[config.mk]
export PLATFORM = sky130hd
export DESIGN_NAME = rom_read_arbiter_flat
export DESIGN_NICKNAME = d
export VERILOG_FILES = /design/src/rtl/rom_read_arbiter_if.sv /design/src/rtl/rom_read_arbiter.sv /design/src/flat_wrapper.sv
export SDC_FILE = /design/constraint.sdc
export NUM_CORES = 1
export LEC_CHECK = 0
export CAP_MARGIN = 5
export CORE_AREA = 3 3 56 71
export CTS_CLUSTER_DIAMETER = 200
export DETAILED_ROUTE_END_ITERATION = 6
export DIE_AREA = 0 0 59 74
export GPL_TIMING_DRIVEN = 0
export PLACE_DENSITY_LB_ADDON = 0.3
export RECOVER_POWER = 100
export SYNTH_ARGS = -nofsm -noshare
export SYNTH_HDL_FRONTEND = slang
export SYNTH_SLANG_ARGS = --single-unit
[constraint.sdc]
create_clock -name clk -period 5.1 [get_ports clk]
set_clock_uncertainty 0.2 [all_clocks]
set_input_delay 0.51 -clock clk [delete_from_list [all_inputs] [get_ports clk]]
set_output_delay 0.51 -clock clk [all_outputs]
set_load 0.1 [all_outputs]
[src/rtl/rom_read_arbiter_if.sv]
// Two requester read ports plus the ROM side of the shared image-ROM read path.
// The slave modport belongs to the arbiter; master is the surrounding environment.
interface rom_read_arbiter_if #(
    parameter int ADDR_W = 13,
    parameter int DATA_W = 24
);
    logic              req0;
    logic [ADDR_W-1:0] addr0;
    logic              gnt0;
    logic              rvalid0;

    logic              req1;
    logic [ADDR_W-1:0] addr1;
    logic              gnt1;
    logic              rvalid1;

    logic [ADDR_W-1:0] rom_addr;
    logic [DATA_W-1:0] rom_data;
    logic [DATA_W-1:0] rdata;
    logic              oor_err;

    modport slave (
        input  req0, addr0, req1, addr1, rom_data,
        output gnt0, rvalid0, gnt1, rvalid1, rom_addr, rdata, oor_err
    );

    modport master (
        output req0, addr0, req1, addr1, rom_data,
        input  gnt0, rvalid0, gnt1, rvalid1, rom_addr, rdata, oor_err
    );
endinterface

[src/rtl/rom_read_arbiter.sv]
// Round-robin sharing of the image-ROM read port between scan-out (0) and scroll engine (1).
// Latency: grant is combinational; tagged rvalid/rdata follow one cycle later.
// Backpressure: a requester holds req until gnt; an owner keeps the port for at most MAX_BURST grants while the other waits.
module rom_read_arbiter #(
    parameter int ADDR_W    = 13,
    parameter int DATA_W    = 24,
    parameter int DEPTH     = 4800,
    parameter int MAX_BURST = 8
) (
    input  logic             clk,
    input  logic             rst,
    rom_read_arbiter_if.slave bus
);
    localparam int CNT_W = $clog2(MAX_BURST + 1);
    localparam logic [CNT_W-1:0]  CNT_MAX = CNT_W'(MAX_BURST);
    localparam logic [CNT_W-1:0]  CNT_ONE = CNT_W'(1);
    localparam logic [ADDR_W:0]   DEPTH_C = (ADDR_W + 1)'(DEPTH);

    typedef enum logic [1:0] {IDLE, OWN0, OWN1} state_t;

    state_t            state_q, state_d;
    logic              last_owner_q, last_owner_d;
    logic [CNT_W-1:0]  burst_cnt_q, burst_cnt_d;
    logic              v0_q, v1_q, oor_q;

    logic              g0, g1;
    logic              gnt0_w, gnt1_w, any_gnt;
    logic [ADDR_W-1:0] grant_addr;
    logic              in_range;
    logic [CNT_W-1:0]  cnt_inc;

    assign cnt_inc = (burst_cnt_q == CNT_MAX) ? burst_cnt_q : burst_cnt_q + CNT_ONE;

    always_comb begin
        state_d      = state_q;
        last_owner_d = last_owner_q;
        burst_cnt_d  = burst_cnt_q;
        g0           = 1'b0;
        g1           = 1'b0;
        case (state_q)
            IDLE: begin
                // Ties go to whoever did not own the port most recently.
                if (bus.req0 && (!bus.req1 || last_owner_q)) begin
                    g0          = 1'b1;
                    state_d     = OWN0;
                    burst_cnt_d = CNT_ONE;
                end else if (bus.req1) begin
                    g1          = 1'b1;
                    state_d     = OWN1;
                    burst_cnt_d = CNT_ONE;
                end
            end
            OWN0: begin
                if (bus.req0 && !(bus.req1 && burst_cnt_q == CNT_MAX)) begin
                    g0          = 1'b1;
                    burst_cnt_d = cnt_inc;
                end else begin
                    last_owner_d = 1'b0;
                    if (bus.req1) begin
                        g1          = 1'b1;
                        state_d     = OWN1;
                        burst_cnt_d = CNT_ONE;
                    end else begin
                        state_d     = IDLE;
                        burst_cnt_d = '0;
                    end
                end
            end
            OWN1: begin
                if (bus.req1 && !(bus.req0 && burst_cnt_q == CNT_MAX)) begin
                    g1          = 1'b1;
                    burst_cnt_d = cnt_inc;
                end else begin
                    last_owner_d = 1'b1;
                    if (bus.req0) begin
                        g0          = 1'b1;
                        state_d     = OWN0;
                        burst_cnt_d = CNT_ONE;
                    end else begin
                        state_d     = IDLE;
                        burst_cnt_d = '0;
                    end
                end
            end
            default: begin
                state_d     = IDLE;
                burst_cnt_d = '0;
            end
        endcase
    end

    // Outputs are held quiet for the whole reset cycle, including any result already in flight.
    assign gnt0_w     = g0 & ~rst;
    assign gnt1_w     = g1 & ~rst;
    assign any_gnt    = gnt0_w | gnt1_w;
    assign grant_addr = gnt0_w ? bus.addr0 : bus.addr1;
    assign in_range   = ({1'b0, grant_addr} < DEPTH_C);

    assign bus.gnt0     = gnt0_w;
    assign bus.gnt1     = gnt1_w;
    assign bus.rom_addr = (any_gnt && in_range) ? grant_addr : '0;

    always_ff @(posedge clk) begin
        if (rst) begin
            state_q      <= IDLE;
            last_owner_q <= 1'b1;
            burst_cnt_q  <= '0;
            v0_q         <= 1'b0;
            v1_q         <= 1'b0;
            oor_q        <= 1'b0;
        end else begin
            state_q      <= state_d;
            last_owner_q <= last_owner_d;
            burst_cnt_q  <= burst_cnt_d;
            v0_q         <= g0;
            v1_q         <= g1;
            oor_q        <= (g0 | g1) & ~in_range;
        end
    end

    assign bus.rvalid0 = v0_q & ~rst;
    assign bus.rvalid1 = v1_q & ~rst;
    assign bus.oor_err = oor_q & ~rst;
    assign bus.rdata   = ((v0_q | v1_q) && !oor_q && !rst) ? bus.rom_data : '0;
endmodule

[src/flat_wrapper.sv]
// flat-port wrapper written by rule: the top's interface ports become plain ports
module rom_read_arbiter_flat 
#(
    parameter int ADDR_W    = 13,
    parameter int DATA_W    = 24,
    parameter int DEPTH     = 4800,
    parameter int MAX_BURST = 8
)
  (clk, rst, bus_req0, bus_addr0, bus_req1, bus_addr1, bus_rom_data, bus_gnt0, bus_rvalid0, bus_gnt1, bus_rvalid1, bus_rom_addr, bus_rdata, bus_oor_err);
  rom_read_arbiter_if #(.ADDR_W(ADDR_W), .DATA_W(DATA_W)) bus_i ();
  input  logic clk;
  input  logic rst;
  input wire logic [$bits(bus_i.req0)-1:0] bus_req0;
  input wire logic [$bits(bus_i.addr0)-1:0] bus_addr0;
  input wire logic [$bits(bus_i.req1)-1:0] bus_req1;
  input wire logic [$bits(bus_i.addr1)-1:0] bus_addr1;
  input wire logic [$bits(bus_i.rom_data)-1:0] bus_rom_data;
  output wire logic [$bits(bus_i.gnt0)-1:0] bus_gnt0;
  output wire logic [$bits(bus_i.rvalid0)-1:0] bus_rvalid0;
  output wire logic [$bits(bus_i.gnt1)-1:0] bus_gnt1;
  output wire logic [$bits(bus_i.rvalid1)-1:0] bus_rvalid1;
  output wire logic [$bits(bus_i.rom_addr)-1:0] bus_rom_addr;
  output wire logic [$bits(bus_i.rdata)-1:0] bus_rdata;
  output wire logic [$bits(bus_i.oor_err)-1:0] bus_oor_err;
  assign bus_i.req0 = bus_req0;
  assign bus_i.addr0 = bus_addr0;
  assign bus_i.req1 = bus_req1;
  assign bus_i.addr1 = bus_addr1;
  assign bus_i.rom_data = bus_rom_data;
  assign bus_gnt0 = bus_i.gnt0;
  assign bus_rvalid0 = bus_i.rvalid0;
  assign bus_gnt1 = bus_i.gnt1;
  assign bus_rvalid1 = bus_i.rvalid1;
  assign bus_rom_addr = bus_i.rom_addr;
  assign bus_rdata = bus_i.rdata;
  assign bus_oor_err = bus_i.oor_err;
  rom_read_arbiter #(.ADDR_W(ADDR_W), .DATA_W(DATA_W), .DEPTH(DEPTH), .MAX_BURST(MAX_BURST)) u_core (.clk(clk), .rst(rst), .bus(bus_i));
endmodule
==> results.toml <==
[status]
outcome = "completed"

[timing]
relSlewSlack_pct = 31.98
fin_setup_tns_ns = 0
tightest_slew_ns = 1.017
finalHoldViolCount = 0
layout_setup_ws_ns = 0.5945
fin_crit_sh_pct = 88.34
finalMaxSlewViolations = 0
grt_setup_unrepaired = "no"
final-setup-viol-count = 0
holdWs_ns = 0.3576
period_needed_ns = 4.505
fmax_mhz = 222.0

[place]
io_buffer_count = 94
dp_hpwl_um = 3732
gp_congestion = 0.8824
place_ws_ns = 0.9121

[critical_path]
critPathSlowestCell = "dlygate4sd3_1"
critPathLaunchType = "input port"
path_class = "input port to output port"
cpMostUsedCell = "dlygate4sd3_1"
path_buf_inv = 2
critPathTopFamily = "buffers and inverters"
cp.required_ns = 4.39
path_cells = "dlygate4sd3_1 > nand4b_1 > and3_1 > o21ai_0 > mux2_2 > o22ai_1 > dlygate4sd3_1"
crit_fanout = 4
critPathMaxStageDelay_ns = 1.24
critPathCaptureType = "output port"
arrival_ns = 3.80

[clock_tree]
clock-sinks = 10
cts_resized = 0
clkLatencyLatePin_ns = 0.24
cts_htree_levels = 1
clk_root_buffer_cell = "clkbuf_8"
clk_pin_slew_worst_paths_ns = 0.05
cts_tree = "built"
numCtsBuffers = 3
clock_path_buffers = 2
cts_hold_buf = 0
post_cts_buffers = 0

[flow_run]
cap_violations = 0

[synthesis]
syn-num-nets = 223
ys_types = 48
ys_warn_count = 0
synthCells = 163
netlist_area_sq_mm = 0.001250
synth_edf_count = 0
synth-seq-cells = 10
yosysSeqAreaShare_pct = 16.02
yosys_most_used_dff = "dfxtp_1"
syn_area_per_cell_sq_um = 7.668
async_flop_share_pct = 0

[drt]
drcViolationCount = 0
drtPass1Iterations = 5
vias = 1594
drtAntennaViolNets = 0
post_drt_wl_per_cell_um = 14.77
viasPerCell = 5.313
first_iter_violations = 76
drt-total-wl_um = 4430

[global_routing]
grt_max_degree = 11
grt.overflow.total = 0
track_usage_pct = 20.13
grt_pass1_vias = 1486
grt_first_pass_wirelength_um = 6906
grt_antenna_before_repair = 0

[final_layout]
final_common_cell = "clkdlybuf4s50_1"
fin_nets = 322
multi_input_area_sq_um = 937.1
final_cell_mix = "51 x clkdlybuf4s50_1, 43 x dlygate4sd3_1, 24 x and2_1, 23 x nor2_1, 13 x a32oi_1"
drive_gt1_share_pct = 8.046
nFillCells = 300
syn_to_final_growth_pct = 82.28
antennaDiodeCount = 0
seq_area_sq_um = 200.2

[power]
p_switching_mw = 0.4546
seqPwrFrac_pct = 13.5
power.leakage_nw = 1.021
clkPwrFrac_pct = 12.8
vdd_drop_max_uv = 279.0
switching_share_pct = 57.84
combPwrFrac_pct = 73.7
power.density_mw_per_mm2 = 345.0
p_int_mw = 0.3314

[floorplan]
fp.dieArea_sq_mm = 0.004366
coreArea_sq_mm = 0.003423
boundaryPins = 96
initial_utilization_pct = 36.51
die_h_um = 74
core.rowCount = 24
die_x_um = 59

[hold_path]
hp-class = "flop to flop"
-- routing by layer --
metal | vias to the layer above | global-route usage [%] | wire, um
li1 | 787 | - | -
met1 | 729 | 23.58 | 1764
met2 | 71 | 37.22 | 2242
met3 | 7 | 2.951 | 360
met4 | 0 | 6.045 | 63
met5 | - | 0 | 0
-- registers in the layout (all words and copies together) (netlist names) --
name,cells
u_core.oor_q,1
u_core.v1_q,1
u_core.v0_q,1
u_core.last_owner_q,1
u_core.state_q,2
u_core.burst_cnt_q,4
-- power by group through the flow --
stage                     clock network (mW)  logic [mW]  registers (mW)
after floorplan                            0       0.453           0.104
after global placement                     0       0.595           0.107
after detailed placement                   0       0.599           0.107
after CTS                              0.103       0.601           0.106
after global routing                   0.107       0.615           0.107
final                                  0.101       0.579           0.106
-- worst paths after layout --
check / to / from / depth (start not counted) / slack (ns)
worst max-delay path: bus_rom_addr[12] / bus_req1 / 7 / 0.59
worst min-delay path: u_core.burst_cnt_q[0]$_SDFFE_PP0P_ / u_core.burst_cnt_q[0]$_SDFFE_PP0P_ / 2 / 0.36
worst max register to register: u_core.oor_q$_SDFF_PP0_ / u_core.state_q[0]$_SDFFE_PP0P_ / 8 / 2.64
worst min register to register: u_core.burst_cnt_q[0]$_SDFFE_PP0P_ / u_core.burst_cnt_q[0]$_SDFFE_PP0P_ / 2 / 0.36
-- synth_stat cells (2+ instances only) --
master,number,area (sq um)
nor3_1,2,10.01
inv_1,8,30.03
a211o_1,2,17.52
nand4b_1,3,26.28
nor4_1,2,12.51
buf_2,2,10.01
nor2b_1,4,25.02
nand2_1,11,41.29
a21oi_1,5,25.02
nand4_1,2,12.51
and2_1,25,156.4
ha_1,6,75.07
nand2b_1,2,12.51
clkbuf_1,4,15.01
mux2i_1,2,20.02
o21ai_0,3,15.01
dfxtp_1,10,200.2
a32oi_1,13,113.9
nand3_1,3,15.01
nor2_1,23,86.33
buf_6,3,33.78
a21o_1,2,15.01
-- stage by stage --
step,power [mW],cells,cell area (sq um),util [%]
floorplan,0.5570,163,1250,-
global placement,0.7017,296,2240,65.42
detailed placement,0.7065,296,2240,65.42
CTS,0.8092,300,2295,67.03
global route,0.8293,300,2278,66.56
finish,0.7860,300,2278,66.56
-- final cells by class --
type                            instances  area share (%)
Buffer                                 10           2.910
Clock buffer                            4           2.416
Inverter                                8           1.318
Multi-Input combinational cell        135           41.13
Sequential cell                        10           8.786
Tap cell                               39           2.142
Timing Repair Buffer                   94           41.30
-- worst min-delay path: stages (launching register included) --
cell and delay (ns):
dfxtp_1 0.33, inv_1 0.08, o32ai_1 0.09
-- kinds of logic after synthesis --
group           count (synthesis)  share of synthesized area (%)
simple gates                   82                          36.84
buf+inv                        18                          7.708
fa+ha+maj                       6                          6.006
compound gates                 44                          30.93
flops                          10                          16.02
mux                             3                          2.503
No activity file was read; power rests on OpenSTA's default activity.
